--- src/rtl/uart_pkg.sv ---
`default_nettype none
// ============================================================================
// Module      : uart_pkg
// Description : Shared definitions for the UART receive path.
//               Contains the receiver FSM state encodings, the idle line
//               level, and the ASCII command bytes understood by the
//               downstream colour-command parser.
// Revision    : 1.0 - initial release
// ============================================================================
package uart_pkg;

  // Receiver FSM state encodings
  localparam logic [2:0] ST_IDLE   = 3'd0;
  localparam logic [2:0] ST_START  = 3'd1;
  localparam logic [2:0] ST_DATA   = 3'd2;
  localparam logic [2:0] ST_PARITY = 3'd3;
  localparam logic [2:0] ST_STOP   = 3'd4;
  localparam logic [2:0] ST_BREAK  = 3'd5;

  // Level of an idle (marking) serial line
  localparam logic IDLE_LEVEL = 1'b1;

  // Command bytes shared with the colour parser
  localparam logic [7:0] CMD_RED   = 8'h72;  // 'r'
  localparam logic [7:0] CMD_GREEN = 8'h67;  // 'g'
  localparam logic [7:0] CMD_BLUE  = 8'h62;  // 'b'
  localparam logic [7:0] CMD_WHITE = 8'h57;  // 'W'
  localparam logic [7:0] CMD_BLACK = 8'h42;  // 'B'
  localparam logic [7:0] ASCII_0   = 8'h30;  // '0'
  localparam logic [7:0] ASCII_9   = 8'h39;  // '9'
  localparam logic [7:0] ASCII_A   = 8'h41;  // 'A'
  localparam logic [7:0] ASCII_F   = 8'h46;  // 'F'

  // True when the byte is an upper-case hexadecimal digit character
  function automatic logic is_hex_ascii(input logic [7:0] c);
    return ((c >= ASCII_0) && (c <= ASCII_9)) || ((c >= ASCII_A) && (c <= ASCII_F));
  endfunction

endpackage
`default_nettype wire

--- src/rtl/uart_baud_tick.sv ---
`default_nettype none
// ============================================================================
// Module      : uart_baud_tick
// Description : Free-running divider producing one sample_tick_o pulse every
//               DIVISOR clocks. restart_i synchronously reloads the count so
//               that sampling phase is aligned to a detected start edge.
// Revision    : 1.0 - initial release
// ============================================================================
module uart_baud_tick #(
  parameter int DIVISOR = 54
) (
  input  logic clk,
  input  logic reset,
  input  logic restart_i,
  output logic sample_tick_o
);

  localparam int            CW     = (DIVISOR > 1) ? $clog2(DIVISOR) : 1;
  localparam logic [CW-1:0] C_LAST = CW'(DIVISOR - 1);

  logic [CW-1:0] cnt_q;
  logic [CW-1:0] cnt_d;

  // Next count: wrap at the terminal value, or reload on a restart request
  always_comb begin
    cnt_d = cnt_q + CW'(1);
    if (restart_i || (cnt_q == C_LAST)) begin
      cnt_d = '0;
    end
  end

  // Divider count register
  always_ff @(posedge clk) begin
    if (reset) begin
      cnt_q <= '0;
    end else begin
      cnt_q <= cnt_d;
    end
  end

  assign sample_tick_o = (cnt_q == C_LAST);

endmodule
`default_nettype wire

--- src/rtl/uart_rx_deserializer.sv ---
`default_nettype none
// ============================================================================
// Module      : uart_rx_deserializer
// Description : 8N1 UART receiver with oversampled mid-bit sampling, start
//               glitch rejection and framing-error detection. Emits each good
//               byte on uart_data with a single-cycle uart_data_valid strobe.
//               Optional macro UART_RX_PARITY_EN switches the frame to 8E1
//               and enables the parity_error pulse.
// Revision    : 1.0 - initial release
// ============================================================================
module uart_rx_deserializer
  import uart_pkg::*;
#(
  parameter int CLK_FREQ_HZ = 100_000_000,
  parameter int BAUD_RATE   = 115200,
  parameter int OVERSAMPLE  = 16
) (
  input  logic       clk,
  input  logic       reset,
  input  logic       rx,
  output logic [7:0] uart_data,
  output logic       uart_data_valid,
  output logic       framing_error,
  output logic       parity_error
);

  localparam int            DIVISOR = CLK_FREQ_HZ / (BAUD_RATE * OVERSAMPLE);
  localparam int            TW      = $clog2(OVERSAMPLE);
  localparam logic [TW-1:0] C_HALF  = TW'(OVERSAMPLE / 2 - 1);
  localparam logic [TW-1:0] C_FULL  = TW'(OVERSAMPLE - 1);

  logic          sync1_q, sync2_q, rx_prev_q;
  logic [2:0]    state_q, state_d;
  logic [TW-1:0] tick_cnt_q;
  logic [2:0]    bit_cnt_q;
  logic [7:0]    shift_q;
  logic          fin_q, fin_stop_q;
  logic [7:0]    data_q;
  logic          valid_q, ferr_q, perr_q;

  logic rx_sync, fall_edge, sample_tick, mid_half, mid_full, par_ok;
  logic tick_restart, cnt_clr, cnt_inc, shift_en, finish;
`ifdef UART_RX_PARITY_EN
  logic par_en;
  logic par_bit_q;
`endif

  assign rx_sync   = sync2_q;
  assign fall_edge = rx_prev_q & ~sync2_q;
  assign mid_half  = sample_tick && (tick_cnt_q == C_HALF);
  assign mid_full  = sample_tick && (tick_cnt_q == C_FULL);

  uart_baud_tick #(
    .DIVISOR(DIVISOR)
  ) u_baud_tick (
    .clk          (clk),
    .reset        (reset),
    .restart_i    (tick_restart),
    .sample_tick_o(sample_tick)
  );

  // Two-flop synchronizer plus a delayed copy for start-edge detection
  always_ff @(posedge clk) begin
    if (reset) begin
      sync1_q   <= IDLE_LEVEL;
      sync2_q   <= IDLE_LEVEL;
      rx_prev_q <= IDLE_LEVEL;
    end else begin
      sync1_q   <= rx;
      sync2_q   <= sync1_q;
      rx_prev_q <= sync2_q;
    end
  end

  // FSM state register
  always_ff @(posedge clk) begin
    if (reset) begin
      state_q <= ST_IDLE;
    end else begin
      state_q <= state_d;
    end
  end

  // FSM next state; leaves STOP at the mid-sample so back-to-back frames fit
  always_comb begin
    state_d = state_q;
    case (state_q)
      ST_IDLE:   if (fall_edge) state_d = ST_START;
      ST_START:  if (mid_half) state_d = rx_sync ? ST_IDLE : ST_DATA;
      ST_DATA: begin
        if (mid_full && (bit_cnt_q == 3'd7)) begin
`ifdef UART_RX_PARITY_EN
          state_d = ST_PARITY;
`else
          state_d = ST_STOP;
`endif
        end
      end
`ifdef UART_RX_PARITY_EN
      ST_PARITY: if (mid_full) state_d = ST_STOP;
`endif
      ST_STOP:   if (mid_full) state_d = rx_sync ? ST_IDLE : ST_BREAK;
      ST_BREAK:  if (rx_sync) state_d = ST_IDLE;
      default:   state_d = ST_IDLE;
    endcase
  end

  // FSM outputs: counter control, sampling strobes and frame completion
  always_comb begin
    tick_restart = 1'b0;
    cnt_clr      = 1'b0;
    cnt_inc      = 1'b0;
    shift_en     = 1'b0;
    finish       = 1'b0;
`ifdef UART_RX_PARITY_EN
    par_en       = 1'b0;
`endif
    case (state_q)
      ST_IDLE: begin
        tick_restart = fall_edge;
        cnt_clr      = fall_edge;
      end
      ST_START: begin
        cnt_clr = mid_half;
        cnt_inc = sample_tick && !mid_half;
      end
      ST_DATA: begin
        shift_en = mid_full;
        cnt_clr  = mid_full;
        cnt_inc  = sample_tick && !mid_full;
      end
`ifdef UART_RX_PARITY_EN
      ST_PARITY: begin
        par_en  = mid_full;
        cnt_clr = mid_full;
        cnt_inc = sample_tick && !mid_full;
      end
`endif
      ST_STOP: begin
        finish  = mid_full;
        cnt_clr = mid_full;
        cnt_inc = sample_tick && !mid_full;
      end
      default: ;
    endcase
  end

  // Sampling datapath: tick/bit counters, shift register, stop-bit capture
  always_ff @(posedge clk) begin
    if (reset) begin
      tick_cnt_q <= '0;
      bit_cnt_q  <= '0;
      shift_q    <= '0;
      fin_q      <= 1'b0;
      fin_stop_q <= IDLE_LEVEL;
    end else begin
      if (cnt_clr) begin
        tick_cnt_q <= '0;
      end else if (cnt_inc) begin
        tick_cnt_q <= tick_cnt_q + TW'(1);
      end
      if (state_q != ST_DATA) begin
        bit_cnt_q <= '0;
      end else if (shift_en && (bit_cnt_q != 3'd7)) begin
        bit_cnt_q <= bit_cnt_q + 3'd1;
      end
      if (shift_en) begin
        shift_q <= {rx_sync, shift_q[7:1]};
      end
      fin_q <= finish;
      if (finish) begin
        fin_stop_q <= rx_sync;
      end
    end
  end

`ifdef UART_RX_PARITY_EN
  // Captured parity bit for the even-parity check
  always_ff @(posedge clk) begin
    if (reset) begin
      par_bit_q <= 1'b0;
    end else if (par_en) begin
      par_bit_q <= rx_sync;
    end
  end

  assign par_ok = ~^{shift_q, par_bit_q};
`else
  assign par_ok = 1'b1;
`endif

  // Output registers: data is only replaced by a fully valid frame
  always_ff @(posedge clk) begin
    if (reset) begin
      data_q  <= 8'h00;
      valid_q <= 1'b0;
      ferr_q  <= 1'b0;
      perr_q  <= 1'b0;
    end else begin
      valid_q <= fin_q & fin_stop_q & par_ok;
      ferr_q  <= fin_q & ~fin_stop_q;
      perr_q  <= fin_q & ~par_ok;
      if (fin_q && fin_stop_q && par_ok) begin
        data_q <= shift_q;
      end
    end
  end

  assign uart_data       = data_q;
  assign uart_data_valid = valid_q;
  assign framing_error   = ferr_q;
  assign parity_error    = perr_q;

endmodule
`default_nettype wire

--- config.mk ---
export PLATFORM = sky130hd
export DESIGN_NAME = uart_rx_deserializer
export DESIGN_NICKNAME = d
export VERILOG_FILES = /design/src/rtl/uart_pkg.sv /design/src/rtl/uart_baud_tick.sv /design/src/rtl/uart_rx_deserializer.sv
export SDC_FILE = /design/constraint.sdc
export NUM_CORES = 1
export LEC_CHECK = 0
export BUFFER_PORTS_ARGS = -buffer_cell sky130_fd_sc_hd__buf_2
export CORE_MARGIN = 4
export CORE_UTILIZATION = 58
export DETAILED_ROUTE_END_ITERATION = 10
export PLACE_DENSITY = 0.78
export REMOVE_ABC_BUFFERS = 1
export SKIP_CTS_REPAIR_TIMING = 1
export SYNTH_ARGS = -nofsm -noshare
export SYNTH_HDL_FRONTEND = slang
export SYNTH_SLANG_ARGS = --single-unit
--- constraint.sdc ---
create_clock -name clk -period 2.3 [get_ports clk]
set_input_delay 0.345 -clock clk [delete_from_list [all_inputs] [get_ports clk]]
set_output_delay 0.345 -clock clk [all_outputs]
set_load 0.01 [all_outputs]
==> qor.txt <==
status - complete, no violations
TritonCTS clock tree - done
fillers - 229
setup violators final - 0
chip width - 62.9 µm
Clock Latency Late Sink - 0.36 ns
max-slew violation count - 0
Gate Count Post-Synth - 195
worst-margin pin slew - 0.512 ns
RSZ-0062 raised after global routing - false
post-synthesis cell type count - 47
fin area - 1850 µm²
Max-Cap Viols - 0
largest net degree at the start of global routing - 31
met2 routed WL - 1530 µm
first-pass GRT wire length - 5860 µm
vias in the first global route - 1328
Placed Instances - 223
EDFF count, synth - 0
PwrDens - 646 nW/µm²
Async SR Flop Fraction - 0%
worst vdd ir - 0.741 mV
top routing layer in use - met4
mapped cell area - 1750 µm²
initial antenna violation count - 0
DRC errors left - 0
clk sinks - 39
Cell Count, Final, Fillers Out - 231
Setup crit end kind - flop
Mean Syn Cell Area - 8.95 µm²
Final Net Count - 207
Lkg Pwr - 0.774 nW
Yosys warning count - 0
diode count - 0
Seq cells post-synth - 39
Tightest Hold Check Type - primary input to flop
vias - 1384
Top FF cell, synth - dfxtp_1
CTS Buf Count - 5
Worst setup SP type - flop
number of core rows - 19
M1 WL - 1530 µm
ANT nets after route - 0
drt first-iter violations - 85
die area - 3950 µm²
Area after DPL - 1770 µm²
Avg WL per Cell - 14.3 µm
fin crit share - 82.6%
FF+latch area - 781 µm²
Clock Skew - 0.00706 ns
CP arrival - 2.19 ns
IO Pins - 14
Via density - 5.99
met3 wire length - 198 µm
Tmin final - 1.90 ns
total wire length - 3310 µm
crit path max fanout - 6
f_max - 527 MHz
Crit Path Category - flop to flop
layout cells sized above 1 - 12.0%
Worst-path clk slew - 0.12 ns
area delta synth->final - 6.17%
worst path cell trace - ha_1, and3_4, o32a_4, or4_1, a21oi_1
largest stage delay on the critical path - 0.47 ns
Crit-path slowest cell - or4_1
Overflow after GRT - 0
Worst Path Required - 2.59 ns
final core occ - 66.1%
Pre-Repair DR Iteration Count - 4
htree depth - 2
Die Span Y - 62.9 µm
post-detail-place hpwl - 2320 µm
footprint of the multi-input gates - 873 µm²
clock tree buffer depth - 2
Initial Util - 62.2%
Placer Congestion - 0.834
setup_tns - 0 ns
sequential fraction of the synthesis area - 44.7%
clock root buffer - clkbuf_4
total track usage - 18.6%
Fin. Hold Viols - 0
slew margin rel. - 65.6%
core area - 2810 µm²
IO buf count - 12
cell usage in the layout, fill, tap and decap left out, drive strengths merged, types with 2 or more instances in the layout:
master / n
o31ai: 2
and4b: 2
a211oi: 2
xor2: 3
ha: 5
clkbuf: 5
a31oi: 2
xnor2: 4
nand2: 14
dfxtp: 39
o32a: 2
mux2i: 10
clkinv: 2
and3: 2
or3b: 2
nor2: 25
a21oi: 12
buf: 12
nand4: 4
inv: 5
nand3: 14
o21ai: 7
nor3: 3
or2: 4
nor3b: 3
through the flow:
| step | power [W] | hold WS [ns] | worst slack [ns] |
|---|---|---|---|
| after detailed placement | 0.000749 | 0.410 | 0.444 |
| after global placement | 0.000747 | 0.396 | 0.500 |
| after floorplan | 0.000733 | 0.383 | 0.539 |
| after CTS | 0.00121 | 0.142 | 0.409 |
| after global routing | 0.00124 | 0.142 | 0.312 |
| final | 0.00120 | 0.153 | 0.401 |
final cells by class:
type	instances	area share [%]
multi-input combinational	136	47.1
clock buffer	5	2.03
sequential	39	42.1
timing repair buffer	12	3.24
inverter	5	1.01
tap	31	2.09
clock inverter	3	2.36
registers in the layout (all words and copies together) (netlist names):
signal and cells:
shift_q 8, uart_data 8, u_baud_tick.cnt_q 6, tick_cnt_q 4, bit_cnt_q 3, state_q 3
fin_q 1, fin_stop_q 1, framing_error 1, rx_prev_q 1, rx_sync 1, sync1_q 1
uart_data_valid 1
cell families after synthesis:
group           synth area share [%]
buf+inv                         5.23
flops                           44.7
compound gates                  12.7
simple gates                    24.3
mux                             5.73
xor+xnor                        3.51
fa+ha+maj                       3.58
other cells                    0.215
cells in the mapped netlist (3+ instances only):
library cell / instances / area share, %
dfxtp_1: 39 / 45
nor2_1: 25 / 5.4
nand2_1: 14 / 3.0
nand3_1: 14 / 4.0
a21oi_1: 12 / 3.4
mux2i_1: 10 / 5.7
clkbuf_1: 7 / 1.5
o21ai_0: 6 / 1.7
ha_1: 5 / 3.6
inv_1: 5 / 1.1
buf_2: 4 / 1.1
xnor2_1: 4 / 2.0
nand4_1: 3 / 1.1
nor3_1: 3 / 0.86
or2_1: 3 / 1.1
xor2_1: 3 / 1.5
routing by layer:
metal | global-route usage (%) | up-vias
li1 | - | 691
met1 | 22.7 | 654
met2 | 29.7 | 32
met3 | 6.47 | 7
met4 | 7.44 | 0
met5 | 0 | -
worst max-delay path, delay by kind of cell (launching register included):
kind / cells / cell delay [ns]
fa+ha+maj: 1 / 0.27
simple gates: 2 / 0.70
compound gates: 2 / 0.52
flops: 1 / 0.36
report_power, final:
part / switching [W] / internal (W)
registers: 0.0000109 / 0.000683
logic: 0.0000252 / 0.0000152
clock network: 0.000235 / 0.000229
worst paths after layout:
check | from | to | slack, ns | cells after the start
hold reg to reg | sync1_q$_SDFF_PP1_ | rx_sync$_SDFF_PP1_ | 0.43 | 1
setup reg to reg | tick_cnt_q[0]$_SDFFE_PP0P_ | tick_cnt_q[3]$_SDFFE_PP0P_ | 0.40 | 5
hold / removal | rx | sync1_q$_SDFF_PP1_ | 0.15 | 2
setup / recovery | tick_cnt_q[0]$_SDFFE_PP0P_ | tick_cnt_q[3]$_SDFFE_PP0P_ | 0.40 | 5
No activity file was read; power rests on OpenSTA's default activity.
